==> config.mk <==
export PLATFORM = sky130hd
export DESIGN_NAME = uart_rx_fifo_wr
export DESIGN_NICKNAME = d
export VERILOG_FILES = /design/src/rtl/uart_rx_fifo_wr.sv
export SDC_FILE = /design/constraint.sdc
export NUM_CORES = 1
export LEC_CHECK = 0
export ABC_AREA = 1
export ABC_CLOCK_PERIOD_IN_PS = 1900
export BUFFER_PORTS_ARGS = -buffer_cell sky130_fd_sc_hd__buf_2
export CORE_MARGIN = 1
export CORE_UTILIZATION = 62
export CTS_BUF_LIST = sky130_fd_sc_hd__clkbuf_4 sky130_fd_sc_hd__clkbuf_8
export DETAILED_ROUTE_END_ITERATION = 6
export GPL_TIMING_DRIVEN = 1
export HOLD_SLACK_MARGIN = 0.06
export PLACE_DENSITY = 0.77
export SETUP_SLACK_MARGIN = 0.15
export SLEW_MARGIN = 20
export SYNTH_ARGS = -nofsm -noshare
export SYNTH_HDL_FRONTEND = slang
export SYNTH_SLANG_ARGS = --single-unit
==> constraint.sdc <==
create_clock -name clk -period 1.9 [get_ports clk]
set_input_delay 0.19 -clock clk [delete_from_list [all_inputs] [get_ports clk]]
set_output_delay 0.19 -clock clk [all_outputs]
set_load 0.05 [all_outputs]
==> src/rtl/uart_rx_fifo_wr.sv <==
// UART 8N1 receiver that writes each good byte into a FIFO through a wr_en/full handshake.
// Bit timing is derived internally from CLKS_PER_BIT; glitch, framing and overrun events are flagged.
module uart_rx_fifo_wr #(
    parameter int CLKS_PER_BIT = 5208,
    parameter int CNT_W        = 13
) (
    input  logic       clk,
    input  logic       rst,
    input  logic       rs_rx,
    input  logic       full,
    output logic       wr_en,
    output logic [7:0] wr_data,
    output logic       busy,
    output logic       frame_err,
    output logic       overrun
);

    typedef enum logic [2:0] {
        S_IDLE  = 3'd0,
        S_START = 3'd1,
        S_DATA  = 3'd2,
        S_STOP  = 3'd3,
        S_PUSH  = 3'd4,
        S_BREAK = 3'd5
    } state_t;

    localparam logic [CNT_W-1:0] HALF_LAST = CNT_W'(CLKS_PER_BIT / 2 - 1);
    localparam logic [CNT_W-1:0] BIT_LAST  = CNT_W'(CLKS_PER_BIT - 1);
    localparam logic [CNT_W-1:0] CNT_ZERO  = {CNT_W{1'b0}};
    localparam logic [CNT_W-1:0] CNT_ONE   = {{(CNT_W-1){1'b0}}, 1'b1};

    state_t           state_r, state_s;
    logic [1:0]       sync_r;
    logic             rx_s;
    logic [CNT_W-1:0] cnt_r, cnt_s;
    logic [2:0]       idx_r, idx_s;
    logic [7:0]       shift_r, shift_s;
    logic             wr_en_r, wr_en_s;
    logic [7:0]       wr_data_r, wr_data_s;
    logic             busy_r, busy_s;
    logic             frame_err_r, frame_err_s;
    logic             overrun_r, overrun_s;

    assign rx_s      = sync_r[1];
    assign wr_en     = wr_en_r;
    assign wr_data   = wr_data_r;
    assign busy      = busy_r;
    assign frame_err = frame_err_r;
    assign overrun   = overrun_r;

    // Next-state, datapath and next-output decode for the receive FSM.
    always_comb begin
        state_s     = state_r;
        cnt_s       = cnt_r;
        idx_s       = idx_r;
        shift_s     = shift_r;
        wr_en_s     = 1'b0;
        wr_data_s   = wr_data_r;
        frame_err_s = 1'b0;
        overrun_s   = 1'b0;
        case (state_r)
            S_IDLE: begin
                cnt_s = CNT_ZERO;
                idx_s = 3'd0;
                if (!rx_s) begin
                    state_s = S_START;
                end else begin
                    state_s = S_IDLE;
                end
            end
            S_START: begin
                // Mid start bit: a line already back high was only a glitch.
                if (cnt_r == HALF_LAST) begin
                    cnt_s = CNT_ZERO;
                    idx_s = 3'd0;
                    if (!rx_s) begin
                        state_s = S_DATA;
                    end else begin
                        state_s = S_IDLE;
                    end
                end else begin
                    cnt_s = cnt_r + CNT_ONE;
                end
            end
            S_DATA: begin
                if (cnt_r == BIT_LAST) begin
                    shift_s[idx_r] = rx_s;
                    cnt_s          = CNT_ZERO;
                    idx_s          = idx_r + 3'd1;
                    if (idx_r == 3'd7) begin
                        state_s = S_STOP;
                    end else begin
                        state_s = S_DATA;
                    end
                end else begin
                    cnt_s = cnt_r + CNT_ONE;
                end
            end
            S_STOP: begin
                if (cnt_r == BIT_LAST) begin
                    cnt_s = CNT_ZERO;
                    if (rx_s) begin
                        state_s = S_PUSH;
                    end else begin
                        state_s     = S_BREAK;
                        frame_err_s = 1'b1;
                    end
                end else begin
                    cnt_s = cnt_r + CNT_ONE;
                end
            end
            S_PUSH: begin
                state_s = S_IDLE;
                if (!full) begin
                    wr_en_s   = 1'b1;
                    wr_data_s = shift_r;
                end else begin
                    overrun_s = 1'b1;
                end
            end
            S_BREAK: begin
                // Stay here while the line is held low so a break is not read as a new frame.
                if (rx_s) begin
                    state_s = S_IDLE;
                end else begin
                    state_s = S_BREAK;
                end
            end
            default: begin
                state_s = S_IDLE;
                cnt_s   = CNT_ZERO;
                idx_s   = 3'd0;
            end
        endcase
        busy_s = (state_s != S_IDLE);
    end

    // State, synchroniser, datapath and output registers.
    always_ff @(posedge clk) begin
        if (rst) begin
            state_r     <= S_IDLE;
            sync_r      <= 2'b11;
            cnt_r       <= CNT_ZERO;
            idx_r       <= 3'd0;
            shift_r     <= 8'h00;
            wr_en_r     <= 1'b0;
            wr_data_r   <= 8'h00;
            busy_r      <= 1'b0;
            frame_err_r <= 1'b0;
            overrun_r   <= 1'b0;
        end else begin
            state_r     <= state_s;
            sync_r      <= {sync_r[0], rs_rx};
            cnt_r       <= cnt_s;
            idx_r       <= idx_s;
            shift_r     <= shift_s;
            wr_en_r     <= wr_en_s;
            wr_data_r   <= wr_data_s;
            busy_r      <= busy_s;
            frame_err_r <= frame_err_s;
            overrun_r   <= overrun_s;
        end
    end

endmodule

; Word level (Yosys, flattened, before mapping)
; Cells that the tools add are included.
[classes]
add_sub_neg = 2
multipliers = 0
div_mod_pow = 0
magnitude_cmp = 2
eq_ne = 10
shift = 0
mux = 21
n_bitwise = 5
n_reduce_logical = 11
[ops]
columns = op, n
row1 = case mux 13 bit (3 select lines), 1
row2 = 2-to-1 mux 13 bit, 2
row3 = 2-to-1 mux 3 bit, 6
row4 = case mux 3 bit (5 select lines), 1
row5 = adder 13 x 1 -> 13 bit (second input constant), 1
row6 = equality test 13 x 12 -> 1 bit (second input constant), 1
row7 = equality test 13 bit (second input constant), 1
row8 = equality test 3 bit (second input constant), 3
row9 = case mux 3 bit (3 select lines), 1
row10 = bitwise mux 8 bit, 1
row11 = 2-to-1 mux 1 bit, 7
row12 = equality test 3 x 2 -> 1 bit (second input constant), 2
row13 = OR reduction 2 bit, 3
row14 = OR reduction 3 bit, 2
row15 = inverter 1 bit, 5
row16 = less-than comparator 3 x 4 -> 1 bit (second input constant), 1
row17 = != test 2 bit (second input constant), 2
row18 = AND reduction 2 bit, 2
row19 = adder 3 x 1 -> 3 bit (second input constant), 1
row20 = demux 1 bit (select 3 bit), 1
row21 = equality test 3 x 1 -> 1 bit (second input constant), 1
row22 = greater-or-equal comparator 3 x 1 -> 1 bit (second input constant), 1
row23 = zero test 3 bit, 1
row24 = AND reduction 3 bit, 1
row25 = 3 further kinds, 3
[word_totals]
reg_bits = 41
latch_bits = 0
mem_bits_rw = 0
mem_bits_ro = 0
in_bits = 4
output_inout_bits = 12
word_cells = 61
mem_count = 0

; Depth between registers and ports, before layout
; Gate-level depths: netlist (run 1).
[logic_depth]
word_depth = 5
ltp_mapped = 10
mapped_depth_nobuf = 10

; Worst setup path before layout (run 1)
; Ideal clock, no wire load.
[synth_timing]
path_type = register to register
start = register cnt_r[0]
end = register cnt_r[5]
setup_ps = 116
arrival_time_ps = 1335
required_time_ps = 1784
slack_ps = 450
path_stages_with_launch = 10
path_buffers = 1
period_less_slack_ps = 1450
cell_sequence = dfxtp_1 > ha_1 > buf_2 > nand2_2 > nor2_4 > nand3_4 > nand2_4 > nand4_4 > nand2_2 > nor2_1
[synth_via]
elab_chain_len = 3
word_cells_on_any_way = 6
cone_classes = 1 x add/sub / 2 x eq/ne / 3 x mux
[synth_lines]
columns = item, line_no
row1 = start: declaration, 35  ; logic [CNT_W-1:0] cnt_r, cnt_s;
row2 = start signal: assignment, 154  ; cnt_r <= cnt_s;
row3 = "adder 13 x 1 -> 13 bit, or another cell as far along", "82, 96, 109"
row4 = 2-to-1 mux 13 bit (on tied branches), "86, 100, 73"
row5 = case mux 13 bit (3 select lines) (*), 61  ; case (state_r)
; Every way passes the cells marked *; elsewhere a longest branch is shown, timed or not.
; A chain may end at the register's enable or synchronous reset.

; Worst setup path in the final report (run 1)
[layout_timing]
start = register cnt_r[0]
end = register cnt_r[11]
; The elaborated chain is that of the path after synthesis.

==> run summary, run 1 <==
The area of the die was 4010 µm²; the horizontal die dimension was 63.3 µm. The total vias in the final route is 2,183. The initial antenna violation count was 0. Data arrives at the worst endpoint at 1810 ps. met2 is the most crowded layer. The average wire per standard cell was 12.8 µm.

The number of global-route vias before repair came out at 1,943. The fraction of final layout cells with drive strength greater than 1 was 18.4%; the count of antenna-violating nets left after detailed routing was 0. The run gives 290 ps as the reg-to-reg setup timing slack. The Yosys step of the flow raised 0 warnings. With fillers left out, the area of the finished cells amounts to 2560 µm².

After technology mapping, the gate count stands at 348. The power per cell area is 647 nW/µm², and the number of buffers created by CTS is 5. The worst-path cell with the longest stage delay was sky130_fd_sc_hd__dfxtp_1. At the pin with the least slew margin, the transition time is 624 ps. The cell depth of the worst setup path is 8. Worst hold path class: in2reg. For the fmax, the log shows 0.620 GHz.

Counting cells, the worst reg-to-reg path comes to 8. The dominant synthesized flop cell was sky130_fd_sc_hd__dfxtp_1. The met3 usage was 7.25%; the worst path required time was 2100 ps. The async set-reset flop share out of synthesis works out to 0%.

Synthesis inferred 41 register bits. The run gives 41 as the number of sinks handled by clock tree synthesis. The run gives 41.3% as the met1 track utilization from global routing.

The worst-case IR drop observed on VDD is 509 µV. The wire-length estimate of the detail-placed layout is 4010 µm. The run gives 42.1% as the met2 capacity usage during global routing. The startpoint of the most critical register-to-register path was cnt_r[0]$_SDFFE_PP0N_.

Wire length of the first global-routing pass: 8890 µm. Pin placement for this block handled 16 I/O pins. Sink of the worst hold path: sync_r[0]$_SDFF_PP1_. The count of fill cells added during filler insertion is 304, and the synthesized cell area is 2330 µm². STA classifies the critical path endpoint as a flip-flop.

Summed over all layers, the global routing overflow is 0. Mean number of vias per cell: 5.32. From synthesis to final layout, the design area changed by 9.66%.

The H-tree was split into 2 levels. Setup violations remaining at the end of the flow were counted as 0. The number of stages on the worst hold path came out at 2. The initial DRC count is 149.

The initial utilization of the core area, before any placement, comes to 67.2%. Counting along the longest clock path gives a buffer depth of 2. Across the run, the number of max-cap violations was 0.

Headroom to the max-slew limit came out at 58.3%. The final critical path takes up 84.9% of the cycle. The startpoint of the tightest hold check path is rs_rx. Counting both buffers and inverters, the worst setup path holds a total of 0.

The root buffer cell chosen for the clock tree is sky130_fd_sc_hd__clkbuf_8. The tools report the number of nets in the finished design as 370. DRC violation count after routing: 0. Final antenna diode count: 0. In this design, the critical path's most frequently occurring cell is sky130_fd_sc_hd__nand2_2.

The post-CTS clock slew at the launch and capture registers of the worst setup and hold paths is 90 ps, and the net count after synthesis is 355. For this run, the total global-route usage over all layers was measured as 28.4%. TritonCTS built the clock tree. Setup repair after global routing could not meet its margin everywhere. For this run, the slowest stage of the critical path takes 370 ps. The distinct cell type count after synthesis came out at 33. Entering global routing, the biggest net connects 21 pins. In this design, the largest share of critical-path delay is due to simple AND/OR/NAND/NOR gates. Routability-driven placement finished with a final weighted congestion of 0.948.

Across the routed clock network, the largest skew measured is 11.2 ps. The vertical die dimension was 63.3 µm; the post-detailed-routing wire length was 5260 µm. Clock latency on the worst-skew pair, taken at its later pin, is 300 ps.

The signal on the critical path passes through ha_2 > nand2_2 > nor2_4 > nand3_4 > nand2_4 > nand4_4 > nand2_2 > nor2_1. For this design the static power due to leakage is 1.06 nW. The logs give 21 for the number of cell rows and 35.2% for the sequential-to-total area share from yosys stat.

The mean cell area of the mapped netlist was 6.70 µm². The terminus of the critical flop-to-flop path is cnt_r[11]$_SDFFE_PP0N_. The category of the worst setup path launch point is a flip-flop. The flow ran to the end, and the final reports show no timing, DRC or antenna violations.

Of all nets on the critical path, the largest fanout is 8. Summing all placed instances gives a cell area of 2430 µm². The final count of hold timing violations is 0, and the first-pass iteration count of the detailed router is 5. The routed design could run at a clock period as short as 1610 ps.

The number of synthesized flops with an enable pin was 0. Port buffering added 15 buffers. The total count of max-transition violations in the final report was 0. The total area inside the core boundary comes to 3470 µm². The worst setup path is of the reg2reg kind. Summed over all failing endpoints, the final setup total negative slack is 0 ps.
[per-layer routing]
metal	part of all wire, %	routed length, µm	vias up
met5	0	0	-
met1	51	2660	971
li1	-	-	1137
met4	0.63	33	0
met3	7.7	403	4
met2	41	2170	71
[synthesized netlist by cell type (5+ instances only)]
library cell | instances | area, µm²
sky130_fd_sc_hd__inv_2 | 8 | 30.0
sky130_fd_sc_hd__nor2_1 | 48 | 180
sky130_fd_sc_hd__nor2_4 | 5 | 56.3
sky130_fd_sc_hd__nand2_2 | 9 | 56.3
sky130_fd_sc_hd__inv_1 | 40 | 150
sky130_fd_sc_hd__a21oi_1 | 14 | 70.1
sky130_fd_sc_hd__nand3_1 | 31 | 155
sky130_fd_sc_hd__o21ai_0 | 16 | 80.1
sky130_fd_sc_hd__nor3_1 | 9 | 45.0
sky130_fd_sc_hd__dfxtp_1 | 41 | 821
sky130_fd_sc_hd__nand2_1 | 81 | 304
sky130_fd_sc_hd__nand4_1 | 7 | 43.8
[cell families (layout without fill, tap and decap cells)]
logic type               after synthesis  after routing  synth area share [%]
AO/OA/AOI/OAI                         38             38                  8.96
flip-flops                            41             41                  35.2
XOR/XNOR                               1              1                 0.376
AND/OR/NAND/NOR                      205            205                  43.2
buffers and inverters                 60             76                  10.6
adder cells (fa/ha/maj)                3              3                  1.61
[report_power, final]
part           switching (W)  leakage (nW)  internal [W]
combinational      0.0000483         0.675     0.0000210
sequential        0.00000681         0.331      0.000866
clock               0.000318        0.0543      0.000393
total               0.000373          1.06       0.00128
[per-stage QoR]
stage               hold WS [ps]  total power [W]  cells  util, %  worst slack, ps
finish                      73.8          0.00165    410     73.7              287
global route                74.0          0.00170    410     73.7              124
CTS                         66.2          0.00166    410     73.3              183
detailed placement           377         0.000961    402     70.0              207
global placement             371         0.000961    402     70.0              257
floorplan                    294         0.000944    348        -              450
[timing repair]
item / in CTS / in global routing
hold buffers: 0 / 0
gates resized for setup: 0 / 3
setup buffers: 0 / 0
setup endpoints to repair: 0 / 18
[cells in the final DEF, fill, tap and decap left out, types with 5 or more instances in the layout]
master and count:
sky130_fd_sc_hd__nand2_1 81, sky130_fd_sc_hd__nor2_1 48, sky130_fd_sc_hd__dfxtp_1 41, sky130_fd_sc_hd__inv_1 40, sky130_fd_sc_hd__nand3_1 31, sky130_fd_sc_hd__o21ai_0 16, sky130_fd_sc_hd__buf_2 15, sky130_fd_sc_hd__a21oi_1 14
sky130_fd_sc_hd__nand2_2 9, sky130_fd_sc_hd__inv_2 8, sky130_fd_sc_hd__nand4_1 7, sky130_fd_sc_hd__nor3_1 7, sky130_fd_sc_hd__nor2_4 5, sky130_fd_sc_hd__clkbuf_8 5
[registers in the layout (all words and copies together), names as in the netlist]
register   count
state_r        3
shift_r        8
frame_err      1
wr_data        8
wr_en          1
sync_r         2
overrun        1
cnt_r         13
idx_r          3
busy           1
[worst max-delay path by stage]
stage                               start                      end  slack, ps
finish              cnt_r[0]$_SDFFE_PP0N_   cnt_r[11]$_SDFFE_PP0N_        290
global route        cnt_r[0]$_SDFFE_PP0N_  shift_r[6]$_SDFFE_PP0P_        120
CTS                 cnt_r[0]$_SDFFE_PP0N_  shift_r[6]$_SDFFE_PP0P_        180
detailed placement  cnt_r[0]$_SDFFE_PP0N_  shift_r[6]$_SDFFE_PP0P_        210
global placement    cnt_r[0]$_SDFFE_PP0N_  shift_r[6]$_SDFFE_PP0P_        260
floorplan           cnt_r[0]$_SDFFE_PP0N_    cnt_r[5]$_SDFFE_PP0N_        450
[layout make-up]
| cell class | instances | area [µm²] | area share, % |
|---|---|---|---|
| repair buffers | 18 | 97.6 | 3.82 |
| well taps | 46 | 57.6 | 2.25 |
| clock buffers | 5 | 68.8 | 2.69 |
| clock inverters | 3 | 46.3 | 1.81 |
| multi-input cells | 247 | 1270 | 49.9 |
| inverters | 50 | 190 | 7.44 |
| flip-flops and latches | 41 | 821 | 32.1 |
Note: power is estimated with default switching activity, not from simulation.
==> inputs of run 2 (changes only) <==
- ABC_CLOCK_PERIOD_IN_PS: 1900 -> 1700
- clock period: 1.9 -> 1.7 ns (I/O delays scaled with it)
==> run 2 against run 1 <==
Compared with the run above:
- sequential share of layout area decreased by 0.081 points
- die area unchanged
- critical endpoint is now shift_r[5]$_SDFFE_PP0P_
- total power increased by 3.0%
- core utilization increased by 1.9 points
- sequential power increased by 12%
- hold slack improved by 44 ps
- combinational power increased by 23%
- clock power decreased by 9.4%
==> run summary, run 2 (synthesized netlist as in run 1, its figures left out) <==
The worst IR drop on VDD was 457 µV. Setup repair after global routing left no endpoint under its margin. The tools report the number of top-level pins as 16. At the end of routability-driven placement, the weighted congestion stood at 0.881. The run finished with clean final reports. The register with the most flip-flops in the layout has 13 of them. In this run the static leakage power is 1.11 nW. The tightest hold path in the finished design has a slack of 118 ps.

The sum of negative setup slack is 0 ps. Walking the worst path, the cells encountered are ha_4 > buf_4 > nand3_1 > nor2_2 > nand2_2 > nor2_4 > nand2_1 > nand2_1 > a21oi_1. The buffers plus inverters on the worst setup path came out at 1. In this run the power density over the cells is 650 nW/µm². Global routing consumed, over all layers together, 30.2% of the routing resources. Total count of max-transition violations in the final report: 0.

Entering global routing, the biggest net connects 19 pins. The worst setup path is captured at a flip-flop. The clock passes through at most 2 buffers. The largest single stage delay on the critical path is 370 ps. The repair_antennas step left the layout with diodes totalling 0.

The final critical-path share of the clock period is 87.0%, and the count of antenna-violating nets left after detailed routing is 0. Per report_power, the sequential group accounts for 57.2% of the total. Of all nets on the critical path, the largest fanout is 8. At the pin with the least slew margin, the transition time is 651 ps. Family of cells with the greatest summed delay on the critical path: simple AND/OR/NAND/NOR gates. Internal power comes to 0.00129 W. The count of buffers from port buffering came out at 15.

The logs give 41 for the number of sinks handled by clock tree synthesis and 0 for the DRC violation count after routing. The average wire per standard cell is 13.8 µm. In this run the power spent charging and discharging nets is 0.000409 W. The worst hold path class is in2reg. In this run, the clock network consumes 37.8% of the power. Number of cell rows: 21. After clock tree synthesis, the clock-pin slew on the worst setup and hold paths is 80 ps.

The half-perimeter wire length of the detailed placement result was 4160 µm; the initial DRC count was 224. Post-route clock skew: 2.51 ps. Clock network latency to the later pin of the worst-skew pair: 300 ps. In the final layout, the share of cells above drive strength 1 is 22.9%. The post-detailed-routing wire length is 5750 µm, and the post-synthesis to final-layout area growth is 12.5%. Based on the critical path, the design can be clocked at up to 0.676 GHz. The initial antenna violation count was 0.

For the worst setup path, the data required time is 1890 ps. The run gives 1,970 as the number of global-route vias before repair. The category of the most critical setup path was reg2reg. In this run, the combinational gates consume 5.0% of the power.

In this run the clock root is driven by a sky130_fd_sc_hd__clkbuf_8. In the layout the commonest cells are 81 x sky130_fd_sc_hd__nand2_1, 48 x sky130_fd_sc_hd__nor2_1, 38 x sky130_fd_sc_hd__inv_1. The initial core utilization is 67.2%. Max-cap violations in this run came to 0. After detailed routing, the number of vias per cell comes to 5.39.

For this design, the slowest cell found on the critical path is sky130_fd_sc_hd__dfxtp_4. The wire length of the first global-routing pass came out at 9290 µm. TritonCTS built the clock tree. The pre-antenna-repair detailed-routing pass consisted of 5 iterations.

Global routing finished with a remaining overflow of 0. Detailed routing inserted a total of 2,249 vias. The run gives 2 as the number of H-tree levels.

The floorplan step defined a core boundary enclosing 3470 µm². Setup violations remaining at the end of the flow were counted as 0. The die covers 4010 µm². The library cell used most frequently in the layout, excluding fill and tap cells, is sky130_fd_sc_hd__nand2_1. The register bank with the most flops is cnt_r.

The die is 63.3 µm wide. In this design, the critical path's most frequently occurring cell is sky130_fd_sc_hd__nand2_1. The tools report the category of the worst setup path launch point as a flip-flop. The number of buffers created by CTS came out at 5. The vertical die dimension was 63.3 µm; the worst slew margin relative to its limit was 56.5%. Data on the critical path arrives at its endpoint at 1660 ps. The number of nets in the finished design came out at 377. The run gives 0 as the final count of hold timing violations. Of the total power, the share spent switching nets is 24.0%. Counting I/O delays and the setup requirement, the final critical path takes 1480 ps.
run 2: cell types whose count changed in the layout (fill, tap and decap cells not counted), sizes merged:
cell         previous run  this run
buf                    18        24
clkinv                  2         3
bufinv                  1         0
clkbuf                  5         6
dlygate4sd3             0         1
clkinvlp                1         0
run 2: what timing repair did:
item,4_1_cts,5_1_grt
setup endpoints to repair,12,22
hold endpoints to repair,1,0
pin swaps,2,6
hold buffers,1,0
buffers inserted,0,4
resized for setup,4,18
run 2: stage by stage:
stage | instance area (µm²) | total power [W] | setup WS [ps] | instances | utilization [%]
2_1_floorplan | 2330 | 0.00105 | 250 | 348 | -
3_3_place_gp | 2440 | 0.00108 | 192 | 404 | 70.5
3_5_place_dp | 2440 | 0.00108 | 124 | 404 | 70.5
4_1_cts | 2550 | 0.00170 | 184 | 413 | 73.7
5_1_grt | 2620 | 0.00175 | 153 | 417 | 75.6
6_report | 2620 | 0.00170 | 221 | 417 | 75.6
run 2: cell type report:
class	count	area, µm²
Fill cell	311	847
Multi-Input combinational cell	247	1290
Inverter	50	195
Clock buffer	6	76.3
Timing Repair Buffer	25	153
Clock inverter	2	10.0
Sequential cell	41	840
Tap cell	46	57.6
run 2: worst paths after layout:
path / start / end / slack, ps / cells after the start
worst max-delay path: cnt_r[1]$_SDFFE_PP0N_ / shift_r[5]$_SDFFE_PP0P_ / 220 / 9
worst min-delay path: full / overrun$_SDFF_PP0_ / 120 / 3
worst max register to register: cnt_r[1]$_SDFFE_PP0N_ / shift_r[5]$_SDFFE_PP0P_ / 220 / 9
worst min register to register: sync_r[0]$_SDFF_PP1_ / sync_r[1]$_SDFF_PP1_ / 410 / 1
run 2: power by group through the flow:
stage	Clock, W	Sequential [W]	Combinational, W
after detailed placement	0	0.000998	0.0000797
after CTS	0.000644	0.000976	0.0000827
after global placement	0	0.000998	0.0000783
after floorplan	0	0.00100	0.0000541
final	0.000644	0.000974	0.0000850
after global routing	0.000680	0.000976	0.0000947
run 2: worst reg2reg max path: cells and delay by family (launching register included):
family                   cells  cell delay (ps)
AO/OA/AOI/OAI                1               50
adder cells (fa/ha/maj)      1              160
buffers and inverters        1              140
flip-flops                   1              370
AND/OR/NAND/NOR              6              640
run 2: routing by layer:
layer,GRT usage [%],wire length [µm],vias to the layer above
li1,-,-,1149
met1,43.7,2750,1000
met2,45.4,2500,95
met3,7.43,462,5
met4,5.97,28,0
met5,0,0,-
